==> config.mk <==
export PLATFORM = sky130hd
export DESIGN_NAME = spi_reg_seq
export DESIGN_NICKNAME = d
export VERILOG_FILES = /design/src/rtl/spi_seq_pkg.sv /design/src/rtl/spi_seq_timeout_cnt.sv /design/src/rtl/spi_reg_seq.sv
export SDC_FILE = /design/constraint.sdc
export NUM_CORES = 1
export LEC_CHECK = 0
export ABC_AREA = 1
export BUFFER_PORTS_ARGS = -buffer_cell sky130_fd_sc_hd__buf_2
export CAP_MARGIN = 20
export CORE_ASPECT_RATIO = 1.25
export CORE_MARGIN = 1
export CORE_UTILIZATION = 55
export DETAILED_ROUTE_END_ITERATION = 16
export PLACE_DENSITY = 0.8
export SYNTH_ARGS = -nofsm -noshare
export SYNTH_HDL_FRONTEND = slang
export SYNTH_SLANG_ARGS = --single-unit
==> constraint.sdc <==
create_clock -name i_spi_seq_clk -period 2 [get_ports i_spi_seq_clk]
set_input_delay 0.4 -clock i_spi_seq_clk [delete_from_list [all_inputs] [get_ports i_spi_seq_clk]]
set_output_delay 0.4 -clock i_spi_seq_clk [all_outputs]
set_load 0.02 [all_outputs]
==> src/rtl/spi_seq_pkg.sv <==
// Shared opcodes, FSM encoding and command-word helpers for the spi_wrapper
// register-access sequencer.
package spi_seq_pkg;

  localparam logic [1:0] CMD_WR_ADDR = 2'b00;
  localparam logic [1:0] CMD_WR_DATA = 2'b01;
  localparam logic [1:0] CMD_RD_ADDR = 2'b10;
  localparam logic [1:0] CMD_RD_DATA = 2'b11;

  typedef enum logic [2:0] {
    ST_IDLE    = 3'd0,
    ST_ISSUE_A = 3'd1,
    ST_WAIT_A  = 3'd2,
    ST_ISSUE_D = 3'd3,
    ST_WAIT_D  = 3'd4,
    ST_RESP    = 3'd5
  } seq_state_e;

  function automatic logic [9:0] addr_cmd(input logic write, input logic [7:0] addr);
    return write ? {CMD_WR_ADDR, addr} : {CMD_RD_ADDR, addr};
  endfunction

  // Reads send a zero payload in the data phase; the wrapper returns the byte.
  function automatic logic [9:0] data_cmd(input logic write, input logic [7:0] wdata);
    return write ? {CMD_WR_DATA, wdata} : {CMD_RD_DATA, 8'h00};
  endfunction

endpackage

==> src/rtl/spi_seq_timeout_cnt.sv <==
// Per-phase timeout counter: clear has priority, counts while enabled and
// saturates at TIMEOUT_CYCLES so a stalled wrapper can never make it wrap.
module spi_seq_timeout_cnt #(
  parameter int TIMEOUT_CYCLES = 1024,
  parameter int TO_W           = 11
) (
  input  logic clk,
  input  logic rst_n,
  input  logic clr,
  input  logic en,
  output logic expired
);

  localparam logic [TO_W-1:0] LIMIT = TO_W'(TIMEOUT_CYCLES);

  logic [TO_W-1:0] cnt_q;
  logic [TO_W-1:0] cnt_d;

  always_comb begin
    cnt_d = cnt_q;
    if (clr) begin
      cnt_d = '0;
    end else if (en && (cnt_q != LIMIT)) begin
      cnt_d = cnt_q + 1'b1;
    end
  end

  always_ff @(posedge clk or negedge rst_n) begin
    if (!rst_n) begin
      cnt_q <= '0;
    end else begin
      cnt_q <= cnt_d;
    end
  end

  assign expired = (cnt_q == LIMIT);

endmodule

==> src/rtl/spi_reg_seq.sv <==
// Turns one register read/write request into the two-phase address/data
// command stream for spi_wrapper and returns data or a timeout error.
module spi_reg_seq
  import spi_seq_pkg::*;
#(
  parameter int TIMEOUT_CYCLES = 1024,
  parameter int TO_W           = 11
) (
  input  logic       i_spi_seq_clk,
  input  logic       i_spi_seq_rst_n,
  input  logic       i_spi_seq_req_valid,
  input  logic       i_spi_seq_req_write,
  input  logic [7:0] i_spi_seq_req_addr,
  input  logic [7:0] i_spi_seq_req_wdata,
  output logic       o_spi_seq_req_ready,
  output logic       o_spi_seq_rsp_valid,
  input  logic       i_spi_seq_rsp_ready,
  output logic [7:0] o_spi_seq_rsp_rdata,
  output logic       o_spi_seq_rsp_err,
  output logic [9:0] o_spi_seq_wr_data,
  output logic       o_spi_seq_wr_start,
  input  logic [7:0] i_spi_seq_wr_data_out,
  input  logic       i_spi_seq_wr_done,
  input  logic       i_spi_seq_wr_busy
);

  seq_state_e state_q, state_d;
  logic       write_q, write_d;
  logic [7:0] addr_q, addr_d;
  logic [7:0] wdata_q, wdata_d;
  logic       req_ready_q, req_ready_d;
  logic       rsp_valid_q, rsp_valid_d;
  logic [7:0] rsp_rdata_q, rsp_rdata_d;
  logic       rsp_err_q, rsp_err_d;
  logic [9:0] wr_data_q, wr_data_d;
  logic       wr_start_q, wr_start_d;
  logic       cnt_clr;
  logic       cnt_en;
  logic       cnt_expired;
  logic       done_seen;

  spi_seq_timeout_cnt #(
    .TIMEOUT_CYCLES(TIMEOUT_CYCLES),
    .TO_W          (TO_W)
  ) u_timeout (
    .clk    (i_spi_seq_clk),
    .rst_n  (i_spi_seq_rst_n),
    .clr    (cnt_clr),
    .en     (cnt_en),
    .expired(cnt_expired)
  );

  // A done coinciding with our own start pulse belongs to an earlier transfer.
  assign done_seen = i_spi_seq_wr_done && !wr_start_q;

  always_comb begin
    state_d     = state_q;
    write_d     = write_q;
    addr_d      = addr_q;
    wdata_d     = wdata_q;
    rsp_valid_d = rsp_valid_q;
    rsp_rdata_d = rsp_rdata_q;
    rsp_err_d   = rsp_err_q;
    wr_data_d   = wr_data_q;
    wr_start_d  = 1'b0;
    cnt_clr     = 1'b0;
    cnt_en      = 1'b0;

    case (state_q)
      ST_IDLE: begin
        if (i_spi_seq_req_valid && req_ready_q) begin
          write_d = i_spi_seq_req_write;
          addr_d  = i_spi_seq_req_addr;
          wdata_d = i_spi_seq_req_wdata;
          // Issue straight from acceptance when the wrapper is free so start
          // lands in the cycle right after the handshake; ISSUE_A covers busy.
          if (!i_spi_seq_wr_busy) begin
            wr_start_d = 1'b1;
            wr_data_d  = addr_cmd(i_spi_seq_req_write, i_spi_seq_req_addr);
            cnt_clr    = 1'b1;
            state_d    = ST_WAIT_A;
          end else begin
            state_d = ST_ISSUE_A;
          end
        end
      end

      ST_ISSUE_A: begin
        if (!i_spi_seq_wr_busy) begin
          wr_start_d = 1'b1;
          wr_data_d  = addr_cmd(write_q, addr_q);
          cnt_clr    = 1'b1;
          state_d    = ST_WAIT_A;
        end
      end

      ST_WAIT_A: begin
        cnt_en = 1'b1;
        if (done_seen) begin
          state_d = ST_ISSUE_D;
        end else if (cnt_expired) begin
          rsp_valid_d = 1'b1;
          rsp_err_d   = 1'b1;
          rsp_rdata_d = 8'h00;
          state_d     = ST_RESP;
        end
      end

      ST_ISSUE_D: begin
        if (!i_spi_seq_wr_busy) begin
          wr_start_d = 1'b1;
          wr_data_d  = data_cmd(write_q, wdata_q);
          cnt_clr    = 1'b1;
          state_d    = ST_WAIT_D;
        end
      end

      ST_WAIT_D: begin
        cnt_en = 1'b1;
        if (done_seen) begin
          rsp_valid_d = 1'b1;
          rsp_err_d   = 1'b0;
          rsp_rdata_d = write_q ? 8'h00 : i_spi_seq_wr_data_out;
          state_d     = ST_RESP;
        end else if (cnt_expired) begin
          rsp_valid_d = 1'b1;
          rsp_err_d   = 1'b1;
          rsp_rdata_d = 8'h00;
          state_d     = ST_RESP;
        end
      end

      ST_RESP: begin
        if (i_spi_seq_rsp_ready) begin
          rsp_valid_d = 1'b0;
          state_d     = ST_IDLE;
        end
      end

      default: begin
        state_d = ST_IDLE;
      end
    endcase

    req_ready_d = (state_d == ST_IDLE);
  end

  always_ff @(posedge i_spi_seq_clk or negedge i_spi_seq_rst_n) begin
    if (!i_spi_seq_rst_n) begin
      state_q     <= ST_IDLE;
      write_q     <= 1'b0;
      addr_q      <= 8'h00;
      wdata_q     <= 8'h00;
      req_ready_q <= 1'b0;
      rsp_valid_q <= 1'b0;
      rsp_rdata_q <= 8'h00;
      rsp_err_q   <= 1'b0;
      wr_data_q   <= 10'h000;
      wr_start_q  <= 1'b0;
    end else begin
      state_q     <= state_d;
      write_q     <= write_d;
      addr_q      <= addr_d;
      wdata_q     <= wdata_d;
      req_ready_q <= req_ready_d;
      rsp_valid_q <= rsp_valid_d;
      rsp_rdata_q <= rsp_rdata_d;
      rsp_err_q   <= rsp_err_d;
      wr_data_q   <= wr_data_d;
      wr_start_q  <= wr_start_d;
    end
  end

  assign o_spi_seq_req_ready = req_ready_q;
  assign o_spi_seq_rsp_valid = rsp_valid_q;
  assign o_spi_seq_rsp_rdata = rsp_rdata_q;
  assign o_spi_seq_rsp_err   = rsp_err_q;
  assign o_spi_seq_wr_data   = wr_data_q;
  assign o_spi_seq_wr_start  = wr_start_q;

endmodule

==> impl_metrics.json, run 1 <==
{
  "vias": 2266,
  "synth_top_area_cell": "dfrtp_1",
  "synthCells": 316,
  "total_power_uw": 4530,
  "fmax_ghz": 0.562,
  "cts_tree": "done",
  "firstDrtPassIters": 4,
  "seq_area_frac_synth": 0.491,
  "io_pins": 53,
  "vias_per_cell": 5.26,
  "async_reset_ff_frac": 1.00,
  "cp.arrival_ns": 1.95,
  "grt_pass1_vias": 2152,
  "cts_hold_buf": 0,
  "synth_area_leaders": "dfrtp_1 49%, nand2_1 10%, nand3_1 5.9%, nor2_1 5.8%, mux2_1 4.6%",
  "p_leak_uw": 0.00159,
  "dieWidth_um": 64.7,
  "powerDensity_mw_per_mm2": 1460,
  "ys_seq_elements": 53,
  "drt-initial-drc-count": 121,
  "finalCriticalPeriod_ns": 1.78,
  "antenna_cells": 0,
  "synth_commonest_cells": "75 x nand2_1, 53 x dfrtp_1, 42 x nor2_1, 32 x nand3_1, 24 x inv_1",
  "antenna_found_initial": 0,
  "grt_pass1_wl_mm": 9.55,
  "drc": 0,
  "maxCapViolations": 0,
  "die_height_um": 80.4,
  "clock-sinks": 53,
  "path_max_fanout": 18,
  "worst_pin_slew_ns": 0.536,
  "yosys_warnings": 0,
  "clock_latency_ns": 0.31,
  "synthesis.area_mm2": 0.00270,
  "initial_core_util": 0.572,
  "drive_above_1_share": 0.224,
  "path_class": "reg2reg",
  "syn_area_per_cell_um2": 8.56,
  "cts-resized-gates": 0,
  "relSlewSlack": 0.641,
  "io_buffer_count": 52,
  "rsz0062_at_grt": "no",
  "htree_num_levels": 2,
  "dp_hpwl_mm": 4.10,
  "skew_ns": 0.0151,
  "netlist-cell-type-count": 32,
  "setup_viol": 0,
  "ys.flop_type": "dfrtp_1",
  "layout.nets": 404,
  "fin_setup_tns_ns": 0,
  "num_rows": 28,
  "synth_edf_count": 0,
  "holdWs_ns": 0.0321,
  "worst_setup_path_start_kind": "register",
  "cts_setup_buffers": 0,
  "postRouteAntennaNets": 0,
  "peakVddDrop_mv": 0.954,
  "wl_mm": 5.69,
  "cts_inserted_buffers": 5,
  "core_area_mm2": 0.00473,
  "grt_max_degree": 22,
  "die_area_mm2": 0.00520,
  "synth_top_area_share": 0.491,
  "clk_pin_slew_worst_paths_ns": 0.10,
  "grtUsageTotal": 0.239,
  "outcome": "completed",
  "finalCritPeriodShare": 0.890,
  "endpoint_kind": "register",
  "cts-root-buf": "clkbuf_8",
  "critPathRequiredTime_ns": 2.17,
  "place.gp.congestion": 0.881,
  "utilization": 0.657,
  "routedWlPerCell_um": 13.2,
  "synth_most_common_cell": "nand2_1",
  "cts_buffer_depth": 2,
  "area_growth_pct": 14.9,
  "final_max_slew_viol_count": 0,
  "fillers": 406,
  "finalHoldViolations": 0,
  "syn_nets": 349,
  "overflow": 0,
  "holdCritPathClass": "in2async"
}
[final cells by class]
class,count,area [µm²],area share
clock inverters,2,35.0,0.0113
well taps,60,75.1,0.0242
repair buffers,57,298,0.0959
multi-input cells,224,1190,0.383
clock buffers,5,68.8,0.0222
inverters,30,113,0.0362
flip-flops and latches,53,1330,0.427
[cell usage in the layout (no fill, tap or decap), drive strengths merged, types with 7 or more instances in the layout]
| master | netlist | layout |
|---|---|---|
| a21oi | 7 | 7 |
| buf | 8 | 57 |
| o21ai | 8 | 8 |
| a22oi | 8 | 8 |
| dfrtp | 53 | 53 |
| inv | 30 | 30 |
| nor2 | 48 | 48 |
| mux2 | 11 | 11 |
| nand3 | 33 | 33 |
| nand2 | 79 | 79 |
[per-layer routing]
metal | global-route usage | vias to the layer above | part of all wire
li1 | - | 1134 | -
met5 | 0 | - | 0
met2 | 0.409 | 59 | 0.51
met4 | 0.0911 | 0 | 0.012
met1 | 0.300 | 1068 | 0.44
met3 | 0.0384 | 5 | 0.038
[final timing paths]
path / end / cells past startpoint / startpoint / slack (ns)
max: o_spi_seq_wr_data[0] / 7 / state_q[0] / 0.22
min: u_timeout.cnt_q[10] / 1 / i_spi_seq_rst_n / 0.03
max reg2reg: o_spi_seq_wr_data[0] / 7 / state_q[0] / 0.22
min reg2reg: addr_q[7] / 2 / addr_q[7] / 0.48
max in group asynchronous: o_spi_seq_wr_data[8] / 2 / i_spi_seq_rst_n / 1.35
min in group i_spi_seq_clk: wdata_q[6] / 2 / i_spi_seq_req_wdata[6] / 0.30
[cells by family (layout without fill, tap and decap cells)]
group	Yosys count	in the layout	share of synthesized area
AO/OA/AOI/OAI	37	37	0.0884
XOR/XNOR	7	7	0.0227
adder cells (fa/ha/maj)	2	2	0.00925
AND/OR/NAND/NOR	167	167	0.274
multiplexers	11	11	0.0458
buffers and inverters	39	94	0.0689
flip-flops	53	53	0.491
[critical path, stage by stage, from the launching register on]
cell      delay (ns)
dfrtp_1         0.56
nand2_2         0.27
inv_1           0.10
nand2_1         0.06
nand2_2         0.24
inv_2           0.21
nand2_1         0.10
o211ai_1        0.09
[flip-flops by register name, indices dropped and copies added (netlist names)]
name / cells
write_q: 1
o_spi_seq_rsp_err: 1
o_spi_seq_wr_data: 10
o_spi_seq_wr_start: 1
o_spi_seq_rsp_valid: 1
u_timeout.cnt_q: 11
state_q: 3
o_spi_seq_req_ready: 1
addr_q: 8
o_spi_seq_rsp_rdata: 8
wdata_q: 8
[power by group]
part / switching (µW) / internal, µW
clock: 349 / 365
sequential: 324 / 1510
combinational: 1280 / 705
total: 1950 / 2580
[through the flow]
stage          setup WS, ns  instances  area (µm²)
6_report              0.219        431        3110
5_1_grt              0.0572        431        3110
4_1_cts               0.236        431        3110
3_5_place_dp          0.263        424        3000
3_3_place_gp          0.274        424        3000
2_1_floorplan         0.565        316        2700
(Power assumes the default switching activity.)
==> run 2: changes to the inputs <==
--- a/config.mk
+++ b/config.mk
@@ -11,8 +11,9 @@
 export CORE_ASPECT_RATIO = 1.25
 export CORE_MARGIN = 1
 export CORE_UTILIZATION = 55
+export CTS_CLUSTER_SIZE = 8
 export DETAILED_ROUTE_END_ITERATION = 16
-export PLACE_DENSITY = 0.8
+export PLACE_DENSITY = 0.83
 export SYNTH_ARGS = -nofsm -noshare
 export SYNTH_HDL_FRONTEND = slang
 export SYNTH_SLANG_ARGS = --single-unit
==> constraint.sdc (replaced) <==
create_clock -name i_spi_seq_clk -period 2 [get_ports i_spi_seq_clk]
set_input_delay 0.2 -clock i_spi_seq_clk [delete_from_list [all_inputs] [get_ports i_spi_seq_clk]]
set_output_delay 0.2 -clock i_spi_seq_clk [all_outputs]
set_load 0.02 [all_outputs]
==> impl_metrics.json, run 2 (synthesized netlist as in run 1, its figures left out) <==
{
  "worst_setup_path_start_kind": "register",
  "cts_buffer_depth": 2,
  "antenna_cells": 0,
  "finalHoldViolations": 0,
  "stdcell_count": 431,
  "num_rows": 28,
  "maxCapViolations": 0,
  "powerDensity_mw_per_mm2": 1420,
  "switching_share": 0.434,
  "io_pins": 53,
  "critPathRequiredTime_ns": 2.18,
  "peakVddDrop_mv": 0.778,
  "cts-root-buf": "clkbuf_8",
  "routedWlPerCell_um": 13.0,
  "rsz0062_at_grt": "no",
  "largest_reg_flops": 11,
  "path_class": "reg2reg",
  "multi_input_area_mm2": 0.00119,
  "fmax_ghz": 0.564,
  "drt-initial-drc-count": 176,
  "grtUsageTotal": 0.232,
  "die_height_um": 80.4,
  "p_clk_frac": 0.136,
  "cts_tree": "done",
  "grt_pass1_wl_mm": 9.29,
  "vias_per_cell": 5.37,
  "initial_core_util": 0.572,
  "final_max_slew_viol_count": 0,
  "path_max_fanout": 18,
  "fin_ws_ns": 0.226,
  "total_power_uw": 4410,
  "vias": 2313,
  "cts_setup_buffers": 0,
  "fin_setup_tns_ns": 0,
  "power.switching_uw": 1910,
  "antenna_found_initial": 0,
  "dp.cells": 423,
  "clock_latency_ns": 0.30,
  "seq_power_share": 0.413,
  "holdCritPathClass": "in2reg",
  "grt_pass1_vias": 2227,
  "layout.nets": 404,
  "firstDrtPassIters": 5,
  "dieWidth_um": 64.7,
  "combPwrFrac": 0.451,
  "htree_num_levels": 2,
  "top_register": "u_timeout.cnt_q",
  "io_buffer_count": 52,
  "place.gp.congestion": 0.898,
  "pre_cts_ws_ns": 0.249,
  "relSlewSlack": 0.614,
  "p_leak_uw": 0.00158,
  "die_area_mm2": 0.00520,
  "grt_max_degree": 30,
  "final_cell_mix": "75 x nand2_1, 53 x dfrtp_1, 52 x buf_2",
  "clock-sinks": 53,
  "clk_pin_slew_worst_paths_ns": 0.09,
  "final_common_cell": "nand2_1",
  "regArea_mm2": 0.00133,
  "wl_mm": 5.58,
  "utilization": 0.656,
  "dp_hpwl_mm": 4.09,
  "endpoint_kind": "register",
  "overflow": 0,
  "setup_viol": 0,
  "worst_pin_slew_ns": 0.579,
  "cts_inserted_buffers": 5,
  "core_area_mm2": 0.00473,
  "area_growth_pct": 14.8,
  "drive_above_1_share": 0.218,
  "outcome": "completed",
  "postRouteAntennaNets": 0,
  "finalCritPeriodShare": 0.887,
  "r2r_slack_ns": 0.23,
  "drc": 0,
  "skew_ns": 0.0104,
  "finalCriticalPeriod_ns": 1.77,
  "cp.arrival_ns": 1.95,
  "intPower_uw": 2490,
  "fillers": 428
}
[run 2: layout make-up]
class                   count  area share
clock buffers               7      0.0278
inverters                  30      0.0363
multi-input cells         224       0.384
flip-flops and latches     53       0.427
well taps                  60      0.0242
repair buffers             57       0.101
[run 2: power groups by stage]
stage	clock network, µW	registers, µW	logic, µW
global route	648	1880	2230
CTS	621	1820	2000
detailed placement	0	1840	2000
global placement	0	1830	1940
finish	599	1820	1990
floorplan	0	2050	1290
[run 2: per-stage QoR]
step	hold WS (ns)	instance area, µm²
2_1_floorplan	-0.0956	2700
3_3_place_gp	0.227	3010
3_5_place_dp	0.231	3010
4_1_cts	0.0998	3100
5_1_grt	0.0986	3100
6_report	0.104	3100
[run 2: routing by layer]
layer  share of wire  global-route usage  vias up
met5               0                   0        -
met1            0.43               0.278     1102
met3           0.042              0.0455        9
met4           0.020               0.107        0
met2            0.51               0.398       65
li1                -                   -     1137
[run 2: final timing paths]
kind	end	depth (start not counted)	start
worst max-delay path	o_spi_seq_wr_data[5]	6	state_q[0]
worst min-delay path	wdata_q[0]	2	i_spi_seq_req_wdata[0]
worst max register to register	o_spi_seq_wr_data[5]	6	state_q[0]
worst min register to register	addr_q[0]	2	addr_q[0]
max in group asynchronous	state_q[1]	3	i_spi_seq_rst_n
min in group asynchronous	u_timeout.cnt_q[5]	2	i_spi_seq_rst_n
[run 2: what timing repair did]
| action | in CTS | in global routing |
|---|---|---|
| hold buffers | 1 | 0 |
| hold endpoints to repair | 24 | 0 |
| gates resized for setup | 0 | 0 |
[run 2: worst max-delay path: stages, from the launching register on]
cell,delay [ns]
dfrtp_1,0.50
nor3_4,0.38
nand2_1,0.11
nand2_2,0.25
inv_2,0.20
nand2_1,0.10
o211ai_1,0.09
==> run 3: changes to the inputs <==
--- a/config.mk
+++ b/config.mk
@@ -11,6 +11,7 @@
 export CORE_ASPECT_RATIO = 1.25
 export CORE_MARGIN = 1
 export CORE_UTILIZATION = 55
+export CTS_BUF_LIST = sky130_fd_sc_hd__clkbuf_8
 export CTS_CLUSTER_SIZE = 8
 export DETAILED_ROUTE_END_ITERATION = 16
 export PLACE_DENSITY = 0.83
==> impl_metrics.json, run 3 (synthesized netlist as in run 1, its figures left out) <==
{
  "fin_setup_tns_ns": 0,
  "total_power_uw": 4400,
  "finalCritPeriodShare": 0.889,
  "cts_tree": "done",
  "path_max_fanout": 18,
  "io_pins": 53,
  "routedWlPerCell_um": 13.0,
  "r2r_slack_ns": 0.22,
  "io_buffer_count": 52,
  "crit_slowest_cell": "dfrtp_1",
  "rsz0062_at_grt": "no",
  "crit_top_cell": "nand2_1",
  "worstPathCellList": "nor3_4 -> nand2_1 -> nand2_2 -> inv_2 -> nand2_1 -> o211ai_1",
  "initial_core_util": 0.572,
  "core_area_mm2": 0.00473,
  "cts_buffer_depth": 2,
  "setup_viol": 0,
  "place.gp.congestion": 0.898,
  "vias": 2312,
  "layout.nets": 404,
  "worst_pin_slew_ns": 0.579,
  "finalCriticalPeriod_ns": 1.78,
  "final_common_cell": "nand2_1",
  "placed_cell_area_mm2": 0.00301,
  "cts_setup_buffers": 0,
  "fmax_ghz": 0.563,
  "r2r_cells": 6,
  "min_path_cells": 2,
  "drive_above_1_share": 0.218,
  "worst_setup_path_start_kind": "register",
  "grt_max_degree": 30,
  "endpoint_kind": "register",
  "vias_per_cell": 5.36,
  "cts_hold_buf": 1,
  "area_growth_pct": 14.8,
  "cts-resized-gates": 0,
  "dieWidth_um": 64.7,
  "cts-root-buf": "clkbuf_8",
  "largest_reg_flops": 11,
  "worstHoldStart": "i_spi_seq_req_wdata[0]",
  "min_to": "wdata_q[0]",
  "skew_ns": 0.0107,
  "drc": 0,
  "regToRegStartpoint": "state_q[0]",
  "drt-initial-drc-count": 176,
  "final_cell_area_mm2": 0.00310,
  "postRouteAntennaNets": 0,
  "wl_mm": 5.59,
  "die_area_mm2": 0.00520,
  "final_max_slew_viol_count": 0,
  "powerDensity_mw_per_mm2": 1420,
  "firstDrtPassIters": 4,
  "max_stage_delay_ns": 0.50,
  "antenna_found_initial": 0,
  "holdCritPathClass": "in2reg",
  "maxCapViolations": 0,
  "r2r-end": "o_spi_seq_wr_data[5]",
  "peakVddDrop_mv": 0.773,
  "htree_num_levels": 2,
  "p_leak_uw": 0.00159,
  "clock_latency_ns": 0.30,
  "fillers": 428,
  "grt_pass1_vias": 2227,
  "clock-sinks": 53,
  "die_height_um": 80.4,
  "dp_hpwl_mm": 4.09,
  "overflow": 0,
  "relSlewSlack": 0.614,
  "outcome": "completed",
  "antenna_cells": 0,
  "cp.arrival_ns": 1.95,
  "cts_inserted_buffers": 5,
  "num_rows": 28,
  "grt_pass1_wl_mm": 9.29,
  "critPathRequiredTime_ns": 2.18,
  "grtUsageTotal": 0.232,
  "final_cell_mix": "75 x nand2_1, 53 x dfrtp_1, 52 x buf_2",
  "top_register": "u_timeout.cnt_q",
  "path_class": "reg2reg",
  "finalHoldViolations": 0,
  "clk_pin_slew_worst_paths_ns": 0.09
}
[run 3: metrics by stage]
step | worst slack, ns | util | instances | hold WS (ns)
after floorplan | 0.565 | - | 316 | -0.0956
after global placement | 0.266 | 0.636 | 423 | 0.227
after detailed placement | 0.249 | 0.636 | 423 | 0.231
after CTS | 0.220 | 0.656 | 431 | 0.0998
after global routing | 0.0474 | 0.656 | 431 | 0.0986
final | 0.223 | 0.656 | 431 | 0.104
[run 3: worst max path at each step]
stage,slack (ns),endpoint,startpoint
after CTS,0.22,o_spi_seq_wr_data[5],state_q[0]
final,0.22,o_spi_seq_wr_data[5],state_q[0]
after detailed placement,0.25,o_spi_seq_wr_data[5],state_q[0]
after floorplan,0.57,u_timeout.cnt_q[6],u_timeout.cnt_q[0]
after global routing,0.05,o_spi_seq_wr_data[0],state_q[2]
after global placement,0.27,o_spi_seq_wr_data[5],state_q[0]
[run 3: final cells by class]
class / count / area, µm² / area share
well taps: 60 / 75.1 / 0.0242
multi-input cells: 224 / 1190 / 0.384
clock buffers: 6 / 82.6 / 0.0266
repair buffers: 57 / 313 / 0.101
clock inverters: 1 / 3.75 / 0.00121
flip-flops and latches: 53 / 1330 / 0.427
inverters: 30 / 113 / 0.0363
[run 3: report_power, final]
group / leakage, µW / internal (µW) / total (µW) / switching [µW]
Clock: 0.0000485 / 270 / 595 / 325
Combinational: 0.000886 / 706 / 1990 / 1280
Sequential: 0.000654 / 1510 / 1820 / 311
[run 3: metal layers]
metal	up-vias	GRT usage	wire length [µm]
met5	-	0	0
met4	0	0.107	111
met3	9	0.0455	221
met2	60	0.398	2850
met1	1106	0.278	2410
li1	1137	-	-
[run 3: worst max-delay path, delay by kind of cell, from the launching register on]
family	cells	cell delay (ns)
simple gates	4	0.84
flops	1	0.50
buf+inv	1	0.20
compound gates	1	0.09
